## src/rtl/as_pack.sv

```systemverilog
// Shared widths, ALU select codes and arbiter state encoding for the
// arbitrated ALU block.
package as_pack;

    localparam int reg_width    = 64;
    localparam int alusel_width = 4;

    localparam logic [alusel_width-1:0] ALU_AND = 4'b0000;
    localparam logic [alusel_width-1:0] ALU_OR  = 4'b0001;
    localparam logic [alusel_width-1:0] ALU_ADD = 4'b0010;
    localparam logic [alusel_width-1:0] ALU_XOR = 4'b0011;
    localparam logic [alusel_width-1:0] ALU_SUB = 4'b0110;
    localparam logic [alusel_width-1:0] ALU_SLT = 4'b0111;
    localparam logic [alusel_width-1:0] ALU_NOR = 4'b1100;

    typedef enum logic [1:0] {
        IDLE = 2'b00,
        EXEC = 2'b01,
        RESP = 2'b10
    } arb_state_t;

    function automatic logic [1:0] grant_onehot(input logic idx);
        return idx ? 2'b10 : 2'b01;
    endfunction

endpackage

```

## src/rtl/as_alu.sv

```systemverilog
// Purely combinational ALU shared by both requesters; codes it does not
// recognise yield a zero result rather than an error.
module as_alu
    import as_pack::*;
(
    input  logic [reg_width-1:0]    a,
    input  logic [reg_width-1:0]    b,
    input  logic [alusel_width-1:0] sel,
    output logic [reg_width-1:0]    result,
    output logic                    zero,
    output logic                    nega
);

    logic less;

    always_comb begin
        less   = $signed(a) < $signed(b);
        result = '0;
        case (sel)
            ALU_AND: result = a & b;
            ALU_OR:  result = a | b;
            ALU_ADD: result = a + b;
            ALU_XOR: result = a ^ b;
            ALU_SUB: result = a - b;
            ALU_SLT: result = {{(reg_width-1){1'b0}}, less};
            ALU_NOR: result = ~(a | b);
            default: result = '0;
        endcase
        zero = (result == '0);
        nega = result[reg_width-1];
    end

endmodule

```

## src/rtl/as_alu_arb.sv

```systemverilog
// Two-requester front end for a single shared ALU: grants one request,
// runs it for one cycle and holds the response until its owner takes it.
module as_alu_arb
    import as_pack::*;
#(
    parameter int RR_EN = 1
) (
    input  logic                      clk,
    input  logic                      rst,
    input  logic [1:0]                req_valid_i,
    output logic [1:0]                req_ready_o,
    input  logic [2*reg_width-1:0]    req_a_i,
    input  logic [2*reg_width-1:0]    req_b_i,
    input  logic [2*alusel_width-1:0] req_sel_i,
    output logic [1:0]                rsp_valid_o,
    input  logic [1:0]                rsp_ready_i,
    output logic [reg_width-1:0]      rsp_result_o,
    output logic                      rsp_zero_o,
    output logic                      rsp_nega_o,
    output logic                      busy_o
);

    arb_state_t state;

    logic                    last_grant;
    logic                    owner;
    logic [reg_width-1:0]    op_a;
    logic [reg_width-1:0]    op_b;
    logic [alusel_width-1:0] op_sel;

    logic                    grant_idx;
    logic [reg_width-1:0]    grant_a;
    logic [reg_width-1:0]    grant_b;
    logic [alusel_width-1:0] grant_sel;
    logic                    req_hs;
    logic                    rsp_hs;

    logic [reg_width-1:0]    alu_result;
    logic                    alu_zero;
    logic                    alu_nega;

    // On a tie the round-robin pointer favours whoever was not served last.
    always_comb begin
        grant_idx = 1'b0;
        if (req_valid_i == 2'b11) begin
            grant_idx = (RR_EN != 0) ? ~last_grant : 1'b0;
        end else if (req_valid_i == 2'b10) begin
            grant_idx = 1'b1;
        end

        req_ready_o = 2'b00;
        if (state == IDLE && !rst && (req_valid_i != 2'b00)) begin
            req_ready_o = grant_onehot(grant_idx);
        end

        grant_a   = grant_idx ? req_a_i[2*reg_width-1:reg_width]       : req_a_i[reg_width-1:0];
        grant_b   = grant_idx ? req_b_i[2*reg_width-1:reg_width]       : req_b_i[reg_width-1:0];
        grant_sel = grant_idx ? req_sel_i[2*alusel_width-1:alusel_width] : req_sel_i[alusel_width-1:0];

        req_hs = (req_valid_i & req_ready_o) != 2'b00;
        rsp_hs = (state == RESP) && rsp_ready_i[owner];
    end

    as_alu u_alu (
        .a      (op_a),
        .b      (op_b),
        .sel    (op_sel),
        .result (alu_result),
        .zero   (alu_zero),
        .nega   (alu_nega)
    );

    always_ff @(posedge clk) begin
        if (rst) begin
            state        <= IDLE;
            last_grant   <= 1'b1;
            owner        <= 1'b0;
            op_a         <= '0;
            op_b         <= '0;
            op_sel       <= '0;
            rsp_valid_o  <= 2'b00;
            rsp_result_o <= '0;
            rsp_zero_o   <= 1'b0;
            rsp_nega_o   <= 1'b0;
            busy_o       <= 1'b0;
        end else begin
            case (state)
                IDLE: begin
                    if (req_hs) begin
                        owner      <= grant_idx;
                        last_grant <= grant_idx;
                        op_a       <= grant_a;
                        op_b       <= grant_b;
                        op_sel     <= grant_sel;
                        busy_o     <= 1'b1;
                        state      <= EXEC;
                    end
                end
                EXEC: begin
                    rsp_result_o <= alu_result;
                    rsp_zero_o   <= alu_zero;
                    rsp_nega_o   <= alu_nega;
                    rsp_valid_o  <= grant_onehot(owner);
                    state        <= RESP;
                end
                RESP: begin
                    // Only the owner's ready bit can retire the response.
                    if (rsp_hs) begin
                        rsp_valid_o <= 2'b00;
                        busy_o      <= 1'b0;
                        state       <= IDLE;
                    end
                end
                default: begin
                    state <= IDLE;
                end
            endcase
        end
    end

endmodule
```

## config.mk

```make
export PLATFORM = sky130hd
export DESIGN_NAME = as_alu_arb
export DESIGN_NICKNAME = d
export VERILOG_FILES = /design/src/rtl/as_pack.sv /design/src/rtl/as_alu.sv /design/src/rtl/as_alu_arb.sv
export SDC_FILE = /design/constraint.sdc
export NUM_CORES = 1
export LEC_CHECK = 0
export ABC_AREA = 1
export CORE_MARGIN = 5
export CORE_UTILIZATION = 30
export CTS_CLUSTER_SIZE = 28
export DETAILED_ROUTE_END_ITERATION = 8
export PLACE_DENSITY = 0.5
export SLEW_MARGIN = 20
export SYNTH_ARGS = -nofsm -noshare
export SYNTH_HDL_FRONTEND = slang
export SYNTH_SLANG_ARGS = --single-unit
```

## constraint.sdc

```tcl
create_clock -name clk -period 2.5 [get_ports clk]
set_clock_uncertainty 0.2 [all_clocks]
set_input_delay 0.375 -clock clk [delete_from_list [all_inputs] [get_ports clk]]
set_output_delay 0.375 -clock clk [all_outputs]
set_load 0.03 [all_outputs]
```

Yosys cells after proc, flatten, opt, wreduce, memory -nomap -nowiden:

Cells that the tools add are included.

* bitwise operators: 6
* reductions and logical operators: 15
* multiplexer cells: 18
* equality and inequality tests: 12
* add/subtract/negate cells: 2
* magnitude comparators: 2

Operators with widths (number)
* 64-bit one-hot mux with 7 select lines: 1
* 64-bit two-way mux: 2
* 64-bit adder: 1
* 64-bit AND: 1
* 64-bit logical NOT: 1
* 64-bit less-than comparator: 1
* 64-bit NOT: 1
* 64-bit OR: 1
* 64-bit subtractor: 1
* 64-bit bitwise XOR: 1
* 2-bit two-way mux: 5
* 4-bit by 2-bit equality test with 1-bit output (second input constant): 2
* 4-bit by 3-bit equality test with 1-bit output (second input constant): 2
* 2-bit nonzero test: 4
* 2-bit equality test (second input constant): 3
* 1-bit two-way mux: 6
* 2-bit one-hot mux with 3 select lines: 1
* 2-bit AND reduction: 3
* 4-bit by 1-bit equality test with 1-bit output (second input constant): 1
* 4-bit equality test (second input constant): 1
* 4-bit logical NOT: 1
* 4-bit two-way mux: 1
* 2-bit != test (second input constant): 2
* 2-bit one-hot mux with 2 select lines: 1
* other kinds (9): 11

* output and inout bits: 71
* input bits: 270
* logic and storage cells: 66
* register bits: 205

Longest topological paths before layout:

* depth in word-level cells: 9
* mapped depth: 26
* depth with buffers taken out: 25

Hierarchy:

Synthesis repeated with hierarchy kept, for this count alone.

* cells, all modules: 4556
* area, all modules: 24594.8 um2

Modules (own cells, without submodules)
* as_alu: instances 1, cells each 3215, area an instance 15655.0 um2, sequential area each 0.0 um2
* as_alu_arb: instances 1, cells each 1341, area an instance 8939.8 um2, sequential area each 4103.9 um2

Worst setup path before layout:

Ideal clock, no wire load.

* path kind: register to register
* from: register op_b[0]
* to: register rsp_zero_o
* data arrival time: 2.466 ns
* data required time: 2.235 ns
* path slack: -0.231 ns
* cell stages (with the launch flop): 23
* period minus slack after synthesis: 2.731 ns
* setup time: 0.065 ns
* path buffers: 0
* cell sequence: dfxtp_1 ha_1 inv_1 fa_1 inv_1 nand3_1 nand2_1 nand2_1 nand2_1 nand2_1 nand2_2 nand2_1 nand2_1 nand3_1 a21oi_1 nor2_1 nor2_1 nand2_1 nor2_1 nand3_1 nor2_1 nor2_1 nor2_1

* cells in the longest elaborated chain, start to end: 4
* elaborated cells between the ends (all ways): 9
* classes of those cells: 2 x add/sub; 1 x order compare; 1 x mux; 4 x bitwise; 1 x reduce/logical

RTL lines
* start, declared: RTL line as_alu_arb.sv:28 `logic [reg_width-1:0] op_b;`
* start signal, assigned: RTL line as_alu_arb.sv:93 `op_b <= grant_b;`
* branches (longest 2 deep; another with 64-bit subtractor)
* 64-bit one-hot mux with 7 select lines *: RTL line as_alu.sv:19 `case (sel)`
* 64-bit logical NOT *: RTL line as_alu.sv:29 `zero = (result == '0);`
* end signal, assigned: RTL line as_alu_arb.sv:101 `rsp_zero_o <= alu_zero;`
* end, declared: RTL line as_alu_arb.sv:18 `output logic rsp_zero_o,`

Mark *: on every way between the ends.
A chain may end at the register's enable or synchronous reset.

Final worst setup path:

Ends and elaborated chain as after synthesis.

==> out/results.ini <==
[yosys]
avgSynthCellArea_um2 = 5.46
synth_top_area_cell = nand2_1
ys_async_sr_fraction_pct = 0
synthDistinctLibCells = 42
syn_area_um2 = 23700
synth_edf_count = 0
synth_common_cells = nand2_1 (1550), inv_1 (800), nor2_1 (417)
synth_top_area_share_pct = 24.5
synthCells = 4348
synth_seq_cells = 204
yosysWarnings = 0
synth_nets = 4831
seq_area_frac_synth_pct = 17.2
synth-main-ff-cell = dfxtp_1
ys_top_cells_by_area = nand2_1 (24%), dfxtp_1 (17%), inv_1 (13%), ha_1 (11%), nor2_1 (6.6%)
synth.most_common_cell = nand2_1

[placement]
io_buffers = 340
gp_congestion = 1.04
dpl.hpwl_um = 112000
place_ws_ps = -1300
postPlaceCellArea_um2 = 35800

[pwr]
power_frac_clock_pct = 18.9
sw_frac_of_total_pct = 44.5
leakage_uw = 0.0219
p_switching_uw = 9790
power.total_uw = 22000
ir_drop_v = 0.000419
p_seq_share_pct = 17.0
combPwrFrac_pct = 64.1
p_per_area_nw_per_um2 = 501
p_int_uw = 12200

[routing]
viasPerCell = 4.85
num_vias = 32900
ant_nets = 0
drt_first_iter_violations = 2451
remaining_drc_errors = 0
wl_per_cell_um = 19.9
dr.pass1.iters = 5
routed_wl_um = 135000

[finish]
area_delta_synth_final_pct = 84.8
fin_area_um2 = 43900
drive_above_1_share_pct = 43.1
fill_cells = 7975
antenna_cells = 0
nNetsFinal = 6207

[die]
dieWidth_um = 291
die_area_um2 = 84900
ios = 341
die_y_um = 291
core_area_um2 = 78700
core.rowCount = 103
initial_core_util_pct = 30.2

[timing]
fin_ws_ps = -635
post-route-min-period_ps = 3130
min_period_over_period_pct = 125
slew_headroom_pct = 41.0
rsz0062_at_grt = yes
setup_viol = 50
timing.final.hold_violations = 2
setup_tns_ps = -14470
max_freq_mhz = 319
slew_violations = 0
worst_pin_slew_ps = 885
hold_slack_ps = -160

[setup_path]
crit_slowest_cell = fa_2
regToRegEndpoint = rsp_zero_o$_SDFFE_PP0P_
crit_path_frequent_cell = nand2_4
worst_path_dominant_cell_family = simple AND/OR/NAND/NOR gates
cp.buffers_inverters = 3
r2r_start = op_b[0]$_SDFFE_PP0P_
criticalPathCategory = reg2reg
cp.required_ps = 2840
start_kind = flip-flop
r2r_slack_ps = -630
cp.arrival_ps = 3470
cp-end-kind = flip-flop
cp_max_fo = 4
r2r_cells = 25
critPathMaxStageDelay_ps = 380

[grt]
antenna_found_initial = 3
grt_pass1_vias = 31800
grt_use_total_pct = 29.8
grt_overflow = 0
grt_max_degree = 90
grt_pass1_wl_um = 196000

[clocking]
worstSkewPairLatency_ps = 590
cts_buffers = 26
cts_num_sinks = 204
cts_tree = done
path_clk_slew_ps = 60
clockBufferDepth = 3
h-tree-depth = 1
cts-hold-fix-buffers = 4
cts-root-buf = clkbuf_16

[flow_run]
maxCapViolations = 0

[worst_hold_path]
min_path_cells = 2
hold_start = rst
hold_class = in2reg
min_to = rsp_zero_o$_SDFFE_PP0P_

[status]
violations = negative hold slack, negative setup slack
status = complete, but fails checks

## layer usage
layer / global-route usage (%) / part of all wire, %
met5: 0 / 0.0096
met4: 7.09 / 3.0
met3: 3.62 / 6.8
met2: 48.4 / 44
met1: 42.2 / 46
## worst max-delay path by stage
stage          slack, ps                   from  depth (start not counted)                 endpoint
2_1_floorplan       -100   op_a[0]$_SDFFE_PP0P_                         24  rsp_zero_o$_SDFFE_PP0P_
4_1_cts             -630   op_b[0]$_SDFFE_PP0P_                         22  rsp_zero_o$_SDFFE_PP0P_
3_3_place_gp       -1340  op_b[19]$_SDFFE_PP0P_                         21  rsp_zero_o$_SDFFE_PP0P_
3_5_place_dp       -1300  op_b[19]$_SDFFE_PP0P_                         21  rsp_zero_o$_SDFFE_PP0P_
5_1_grt             -800  op_a[31]$_SDFFE_PP0P_                         23  rsp_zero_o$_SDFFE_PP0P_
6_report            -630   op_b[0]$_SDFFE_PP0P_                         25  rsp_zero_o$_SDFFE_PP0P_
## area by class of cell
type / instances / area [µm²] / area share (%)
Clock buffer: 35 / 734 / 1.67
Clock inverter: 11 / 191 / 0.436
Inverter: 831 / 3190 / 7.26
Multi-Input combinational cell: 3149 / 21100 / 48.1
Sequential cell: 204 / 4190 / 9.56
Tap cell: 1050 / 1310 / 2.99
Timing Repair Buffer: 1512 / 13200 / 30.0
## flip-flops by register name, summed over array words and instances, names as in the netlist
name	count
busy_o	1
last_grant	1
op_a	64
op_b	64
op_sel	4
owner	1
rsp_result_o	64
rsp_valid_o	2
rsp_zero_o	1
state	2
## through the flow
step	hold slack [ps]	instances	util, %
after floorplan	242	4348	-
after global placement	249	6609	45.5
after detailed placement	263	6609	45.5
after CTS	-198	6744	52.5
after global routing	-174	6792	55.7
final	-160	6792	55.7
## cell usage in the layout, fill, tap and decap left out, types with 8 or more instances in the layout
master and n:
a21oi_4 21, ha_4 60, o21ai_1 37, ha_1 142, dfxtp_2 76, nand4_1 48, dfxtp_1 124, o211ai_1 20
nor3_2 11, inv_4 16, nand2_2 305, inv_2 146, nand3_4 54, inv_1 663, buf_4 998, nand3_2 124
o21ai_0 51, nor2_4 109, nor3_4 13, nand2_4 103, nor3_1 8, nor2_2 100, a21oi_2 46, a221oi_1 36
nand2_1 1153, o21ai_2 38, ha_2 9, a31oi_1 134, nand3_1 121, clkdlybuf4s50_1 337, a21oi_1 57, buf_6 140
o22ai_1 47, nor2_1 240, clkbuf_16 27, a211oi_1 17, buf_12 29
## repair_timing
item                                   4_1_cts  5_1_grt
endpoints found under the hold margin        6        2
pin swaps                                  208      257
setup buffers                               90       69
setup endpoints to repair                   63       65
cloned                                       1        1
gates resized for setup                   1088      648
## worst register-to-register path, delay by kind of cell (launching register included)
family	cells	cell delay, ps
adders and majority gates	2	530
and+or+nand+nor	20	1720
DFF	1	370
buffers and inverters	3	260
## power groups by stage
stage / Clock (µW) / Sequential (µW) / Combinational (µW)
after floorplan: 0 / 4010 / 4570
after global placement: 0 / 3760 / 10700
after detailed placement: 0 / 3760 / 10600
after CTS: 4290 / 3720 / 12600
after global routing: 4380 / 3760 / 14900
final: 4160 / 3730 / 14100
## cell families after synthesis
group / count (synthesis) / synth area share, %
AO/OA/AOI/OAI: 530 / 13.3
XOR/XNOR: 1 / 0.0369
adder cells (fa/ha/maj): 213 / 11.3
buffers and inverters: 995 / 16.6
flip-flops: 204 / 17.2
AND/OR/NAND/NOR: 2405 / 41.5
Power figures use the tool's default switching activity.
